**src/rtl/alu4_shift_mul.sv**
```systemverilog
`default_nettype none

// ============================================================================
// Module   : alu4_fa
// Purpose  : One-bit full adder built only from AND / XOR / OR gates.
// Ports    : a_i, b_i, ci_i -> sum and carry inputs
//            s_o            -> sum bit
//            co_o           -> carry out
// Revision : 1.0 - initial release
// ============================================================================
module alu4_fa (
    input  logic a_i,
    input  logic b_i,
    input  logic ci_i,
    output logic s_o,
    output logic co_o
);

    logic w_axb;

    assign w_axb = a_i ^ b_i;
    assign s_o   = w_axb ^ ci_i;
    assign co_o  = (a_i & b_i) | (ci_i & w_axb);

endmodule

// ============================================================================
// Module   : alu4_ripple_add
// Purpose  : 4-bit ripple-carry adder made from alu4_fa cells.
// Ports    : a_i[3:0], b_i[3:0] -> addends
//            ci_i               -> carry in
//            s_o[3:0]           -> sum
//            co_o               -> carry out of bit 3
// Revision : 1.0 - initial release
// ============================================================================
module alu4_ripple_add (
    input  logic [3:0] a_i,
    input  logic [3:0] b_i,
    input  logic       ci_i,
    output logic [3:0] s_o,
    output logic       co_o
);

    // w_carry[k] is the carry into bit k; w_carry[4] is the final carry out.
    logic [4:0] w_carry;

    assign w_carry[0] = ci_i;

    genvar gi;
    generate
        for (gi = 0; gi < 4; gi = gi + 1) begin : g_bit
            alu4_fa u_fa (
                .a_i  (a_i[gi]),
                .b_i  (b_i[gi]),
                .ci_i (w_carry[gi]),
                .s_o  (s_o[gi]),
                .co_o (w_carry[gi+1])
            );
        end
    endgenerate

    assign co_o = w_carry[4];

endmodule

// ============================================================================
// Module   : alu4_shift_mul
// Purpose  : Multi-cycle unsigned 4x4 shift-and-add multiplier. A start
//            pulse in IDLE captures the operands; four RUN iterations build
//            the 8-bit product, which is published on entry to DONE together
//            with a one-cycle done pulse.
// Ports    : clk        -> system clock, rising-edge active
//            reset_n    -> asynchronous active-low reset
//            start      -> request, honoured only in IDLE
//            a[3:0]     -> multiplicand (captured on acceptance)
//            b[3:0]     -> multiplier   (captured on acceptance)
//            busy       -> high whenever not IDLE
//            done       -> one-cycle pulse, product valid
//            p[7:0]     -> product register, held until next completion
// Revision : 1.0 - initial release
// ============================================================================
module alu4_shift_mul (
    input  logic       clk,
    input  logic       reset_n,
    input  logic       start,
    input  logic [3:0] a,
    input  logic [3:0] b,
    output logic       busy,
    output logic       done,
    output logic [7:0] p
);

    typedef enum logic [1:0] {
        S_IDLE = 2'd0,
        S_RUN  = 2'd1,
        S_DONE = 2'd2
    } state_t;

    localparam logic [2:0] C_LAST_ITER = 3'd3;

    state_t     state_q, state_d;
    logic [3:0] m_q,     m_d;      // multiplicand
    logic [3:0] acc_q,   acc_d;    // accumulator (high product half)
    logic       c_q,     c_d;      // adder carry
    logic [3:0] q_q,     q_d;      // multiplier / low product half
    logic [2:0] cnt_q,   cnt_d;    // iteration count
    logic [7:0] p_q,     p_d;      // published product

    logic [3:0] w_addend;
    logic [3:0] w_sum;
    logic       w_sum_co;

    // The multiplicand is only added when the current multiplier LSB is set;
    // gating with AND keeps the datapath purely in gate primitives.
    assign w_addend = m_q & {4{q_q[0]}};

    // c_q is always zero at the start of an iteration (it is shifted out each
    // cycle), so feeding it as carry-in leaves the sum A + (Q0 ? M : 0).
    alu4_ripple_add u_add (
        .a_i  (acc_q),
        .b_i  (w_addend),
        .ci_i (c_q),
        .s_o  (w_sum),
        .co_o (w_sum_co)
    );

    always_comb begin
        state_d = state_q;
        m_d     = m_q;
        acc_d   = acc_q;
        c_d     = c_q;
        q_d     = q_q;
        cnt_d   = cnt_q;
        p_d     = p_q;

        case (state_q)
            S_IDLE: begin
                if (start) begin
                    m_d     = a;
                    q_d     = b;
                    acc_d   = 4'd0;
                    c_d     = 1'b0;
                    cnt_d   = 3'd0;
                    state_d = S_RUN;
                end
            end

            S_RUN: begin
                // {C,A,Q} shifted right by one as a single 9-bit value; the
                // adder carry becomes the new accumulator MSB so it is never lost.
                acc_d = {w_sum_co, w_sum[3:1]};
                q_d   = {w_sum[0], q_q[3:1]};
                c_d   = 1'b0;
                cnt_d = cnt_q + 3'd1;
                if (cnt_q == C_LAST_ITER) begin
                    state_d = S_DONE;
                    p_d     = {acc_d, q_d};
                end
            end

            S_DONE: begin
                state_d = S_IDLE;
            end

            default: begin
                state_d = S_IDLE;
            end
        endcase
    end

    always_ff @(posedge clk or negedge reset_n) begin
        if (!reset_n) begin
            state_q <= S_IDLE;
            m_q     <= 4'd0;
            acc_q   <= 4'd0;
            c_q     <= 1'b0;
            q_q     <= 4'd0;
            cnt_q   <= 3'd0;
            p_q     <= 8'd0;
        end else begin
            state_q <= state_d;
            m_q     <= m_d;
            acc_q   <= acc_d;
            c_q     <= c_d;
            q_q     <= q_d;
            cnt_q   <= cnt_d;
            p_q     <= p_d;
        end
    end

    // Status decoded straight from the state register so both outputs clear
    // the instant reset is asserted.
    assign busy = (state_q != S_IDLE);
    assign done = (state_q == S_DONE);
    assign p    = p_q;

endmodule

`default_nettype wire
```
**config.mk**
```make
export PLATFORM = sky130hd
export DESIGN_NAME = alu4_shift_mul
export DESIGN_NICKNAME = d
export VERILOG_FILES = /design/src/rtl/alu4_shift_mul.sv
export SDC_FILE = /design/constraint.sdc
export NUM_CORES = 1
export LEC_CHECK = 0
export BUFFER_PORTS_ARGS = -buffer_cell sky130_fd_sc_hd__buf_2
export CORE_UTILIZATION = 53
export CTS_CLUSTER_DIAMETER = 100
export DETAILED_ROUTE_END_ITERATION = 10
export GPL_TIMING_DRIVEN = 1
export PLACE_DENSITY = 0.8
export SLEW_MARGIN = 10
export SYNTH_ARGS = -nofsm -noshare
export SYNTH_HDL_FRONTEND = slang
export SYNTH_SLANG_ARGS = --single-unit
```
**constraint.sdc**
```tcl
create_clock -name clk -period 2.35 [get_ports clk]
set_input_delay 0.47 -clock clk [delete_from_list [all_inputs] [get_ports clk]]
set_output_delay 0.47 -clock clk [all_outputs]
set_load 0.005 [all_outputs]
```
---- After elaboration in Yosys (flattened, before gate mapping) ----
Cells that the tools add are included.
word-level totals
  register bits ........................... 26
  input bits .............................. 11
  output and inout bits ................... 10
operators by class
  $add $sub $neg .......................... 1
  equality and inequality tests ........... 5
  muxes and demuxes ....................... 11
  bitwise logic cells ..................... 21
  reductions and logical operators ........ 7
operator list
  operator               count
  $pmux W4 S2            2
  $and A1 B1 Y1          8
  $mux W4                2
  $reduce_and A2 Y1      4
  $xor A1 B1 Y1          8
  $pmux W3 S2            1
  $and A4 B4 Y4          1
  $mux W2                2
  $ne A2 B2 Y1 const B   2
  $or A1 B1 Y1           4
  $pmux W2 S2            1
  $reduce_bool A2 Y1     2
  $add A3 B1 Y3 const B  1
  $eq A3 B2 Y1 const B   1
  $mux W3                1
  $eq A2 B1 Y1 const B   1
  $eq A2 B2 Y1 const B   1
  $logic_not A2 Y1       1
  $pmux W1 S2            1
  $mux W1                1

---- Logic depth before layout (Yosys ltp) ----
  word-level depth ........................ 11
  mapped depth ............................ 7
  depth with buffers taken out ............ 7

---- Modules after synthesis ----
From an unflattened synthesis, not the netlist that was laid out.
second synthesis, totals
  cells, all modules ...................... 87
  area total of the unflattened synthesis .. 1162.4 µm²
modules (own cells, without submodules)
  module          times used  cells each  area each (µm²)  sequential area each (µm²)
  alu4_shift_mul  1           83          1082.3           625.6
  alu4_fa         4           1           20.0             0.0

---- Worst setup path before layout ----
OpenSTA, ideal clock, no wires.
  kind .................................... reg-to-reg
  start point ............................. reg q_q[0]
  end point ............................... reg p_q[6] (netlist: p[6])
  data arrival time ....................... 2018 ps
  data required time ...................... 2271 ps
  slack ................................... 253 ps
  cell stages (with the launch flop) ...... 8
  buffers on the path ..................... 0
  clock period less this slack ............ 2097 ps
  cells stage by stage .................... dfrtp_1 > and2_1 > ha_1 > fa_1 > fa_1 > inv_1 > fa_1 > mux2i_1
on the way
  longest elaborated chain between the ends .. 9
  elaborated cells on any way between the ends .. 15
RTL lines
  what                    line  text
  start, declared         105   logic [3:0] q_q, q_d;
  start signal, assigned  185   q_q <= q_d;
  $and A4 B4 Y4 *         115   assign w_addend = m_q & {4{q_q[0]}};
  $xor A1 B1 Y1           21    assign w_axb = a_i ^ b_i;
  $and A1 B1 Y1           23    assign co_o = (a_i & b_i) | (ci_i & w_axb);
  $or A1 B1 Y1            23
  $and A1 B1 Y1           23
  $or A1 B1 Y1            23
  $and A1 B1 Y1           23
  $or A1 B1 Y1            23
  $xor A1 B1 Y1 *         22    assign s_o = w_axb ^ ci_i;
  end signal, assigned    187   p_q <= p_d;
  end, declared           107   logic [7:0] p_q, p_d;
Mark *: on every way between the ends. The rest lies on a longest branch, timed or not.
A chain may end at the register's enable or synchronous reset.

---- Final worst setup path ----
Ends and elaborated chain as after synthesis.

==> results.cfg <==
[logic_synthesis]
yosysUniqueCellTypes = 28
yosys_warnings = 0
synth_edf_count = 0
syn_area_um2 = 1160
synth_flop_cell = dfrtp_1
async_flop_share = 1.00
synth_cells = 87
syn-num-nets = 104
yosysTopAreaCell = dfrtp_1
synth_area_leaders = dfrtp_1, mux2_2, fa_1, ha_1, inv_1
ys_seq_elements = 25
synth_area_per_cell_um2 = 13.3
synth_top_area_frac = 0.540
synth_seq_area_share = 0.540

[pwr]
ir_worst_vdd_mv = 0.739
pwr_density_cell_nw_per_um2 = 1330
power_leakage_nw = 0.630

[worst_setup_path]
cp_common_cell = fa_1
cp_slowest_cell = dfrtp_1
cp.arrival_ns = 2.50
start_kind = flop
cp.required_ns = 2.60
cpPeakStageDelay_ns = 0.45
path_buf_inv = 1
worstSetupEndpointType = flop
cp_top_family = adder cells
crit_chain = and2_1, ha_1, fa_1, fa_1, inv_1, fa_1, mux2i_1
reg2reg_setup_slack_ns = 0.1
cp_max_fo = 5
r2r.worst_path.cells = 7
path_class = flop to flop
path_depth = 7

[timing]
finalHoldViolCount = 0
finClkSkew_ns = 0.0148
drv_slew = 0
grt_setup_unrepaired = false
setup_tns_ns = 0
setup_viol = 0
fmax_mhz = 444
fin_crit_sh = 0.958
relSlewSlack = 0.598
tightest_slew_ns = 0.602
period_needed_ns = 2.25

[run]
cap_violations = 0

[worst_hold_path]
hold_class = primary input to asynchronous set/reset pin

[layout]
nets = 126
fill_cells = 150
drive_gt1_frac = 0.361
area.growth.synth_to_final_pct = 12.6
final_cells = 135
antennaDiodeCount = 0

[route]
route.detailed.drc = 0
drt-total-wl_mm = 2.01
dr.pass1.iters = 4
first_iter_violations = 9
vias_per_cell = 5.43
wl_per_cell_um = 14.9
ant_nets = 0
vias = 733

[place]
place_hpwl_mm = 1.47
finalWeightedCongestion = 0.763
dp.cells = 131
portBuffers = 20

[clocking]
clk_transition_reported_paths_ns = 0.14
cts_hold_buffers = 0
insertion_delay_ns = 0.32
post-cts-setup-buffer-count = 0
cts-buffers-inserted = 3
clk_path_buf_depth = 2
cts_root_buf = clkbuf_4
htree_levels = 1
clock-sinks = 25
cts_tree = built
cts-resized-gates = 0

[floorplan]
rows = 16
start_util = 0.579
die_area_um2 = 2380
core-area_um2 = 2000
io_pins = 21
die_height_um = 48.8
die-width_um = 48.8

[grt]
grt_antenna_before_repair = 0
grt_pass1_vias = 786
grt_max_degree = 26
gr-total-overflow = 0
grtUsageTotal = 0.203
grt_pass1_wl_mm = 3.62

[outcome]
status = finished, final reports clean
cells in the final DEF, fill, tap and decap left out, types with 2 or more instances in the layout:
cell,count
a211oi_1,2
ha_1,3
dfrtp_1,25
mux2_2,10
nor3b_1,2
fa_1,3
inv_1,9
mux2i_1,3
nand2b_1,3
nor4b_1,3
a22o_1,3
and2_1,3
o22ai_1,2
clkbuf_4,3
buf_2,20
power by group:
part           internal, W  switching [W]
clock            0.0000637       0.000128
sequential        0.000635       0.000152
combinational     0.000412       0.000340
total              0.00111       0.000620
flip-flops by register name (all words and copies together), names as in the netlist:
| name | count |
|---|---|
| p | 8 |
| acc_q | 4 |
| m_q | 4 |
| q_q | 4 |
| cnt_q | 3 |
| state_q | 2 |
cells in the mapped netlist, types with 2 or more instances:
| library cell | number |
|---|---|
| dfrtp_1 | 25 |
| mux2i_1 | 3 |
| and2_1 | 3 |
| ha_1 | 3 |
| o22ai_1 | 2 |
| mux2_2 | 10 |
| inv_1 | 9 |
| nor4b_1 | 3 |
| fa_1 | 3 |
| a211oi_1 | 2 |
| a22o_1 | 3 |
| nand2b_1 | 3 |
| buf_2 | 2 |
| nor3b_1 | 2 |
area by class of cell:
type	count	area [um^2]	area share
inverters	9	33.8	0.0259
flip-flops and latches	25	626	0.479
clock buffers	3	22.5	0.0173
multi-input cells	50	484	0.371
repair buffers	20	100	0.0767
well taps	27	33.8	0.0259
clock inverters	1	5.00	0.00384
worst register-to-register path: stages (launching register included):
cell     delay [ns]
dfrtp_1        0.45
and2_1         0.16
ha_1           0.18
fa_1           0.39
fa_1           0.37
inv_1          0.08
fa_1           0.42
mux2i_1        0.14
routing by layer:
metal  up-vias  wire length (um)  global-route usage
met5         -                 0                   0
met3         4                55              0.0314
met2        14              1020               0.331
met4         0                29              0.0784
met1       368               904               0.274
li1        347                 -                   -
cell families after synthesis:
logic type      Yosys count  synth area share
flops                    25             0.540
simple gates             18             0.114
mux                      13             0.123
buf+inv                  12            0.0421
compound gates           13            0.0961
fa+ha+maj                 6            0.0842
through the flow:
stage | util | instance area (um^2) | power, W | setup WS (ns) | hold slack [ns]
after floorplan | - | 1160 | 0.00132 | 0.253 | 0.174
after global placement | 0.638 | 1280 | 0.00151 | 0.208 | 0.472
after detailed placement | 0.638 | 1280 | 0.00155 | 0.136 | 0.489
after CTS | 0.652 | 1310 | 0.00174 | 0.0957 | 0.127
after global routing | 0.652 | 1310 | 0.00188 | 0.00417 | 0.142
final | 0.652 | 1310 | 0.00173 | 0.0992 | 0.103
final timing paths:
kind	startpoint	endpoint
min in group clk	a[1]	m_q[1]
worst min-delay path	reset_n	p[5]
worst min register to register	cnt_q[0]	cnt_q[0]
worst max register to register	q_q[0]	p[6]
worst max-delay path	q_q[0]	p[6]
max in group asynchronous	reset_n	cnt_q[0]
No activity file was read; power rests on OpenSTA's default activity.
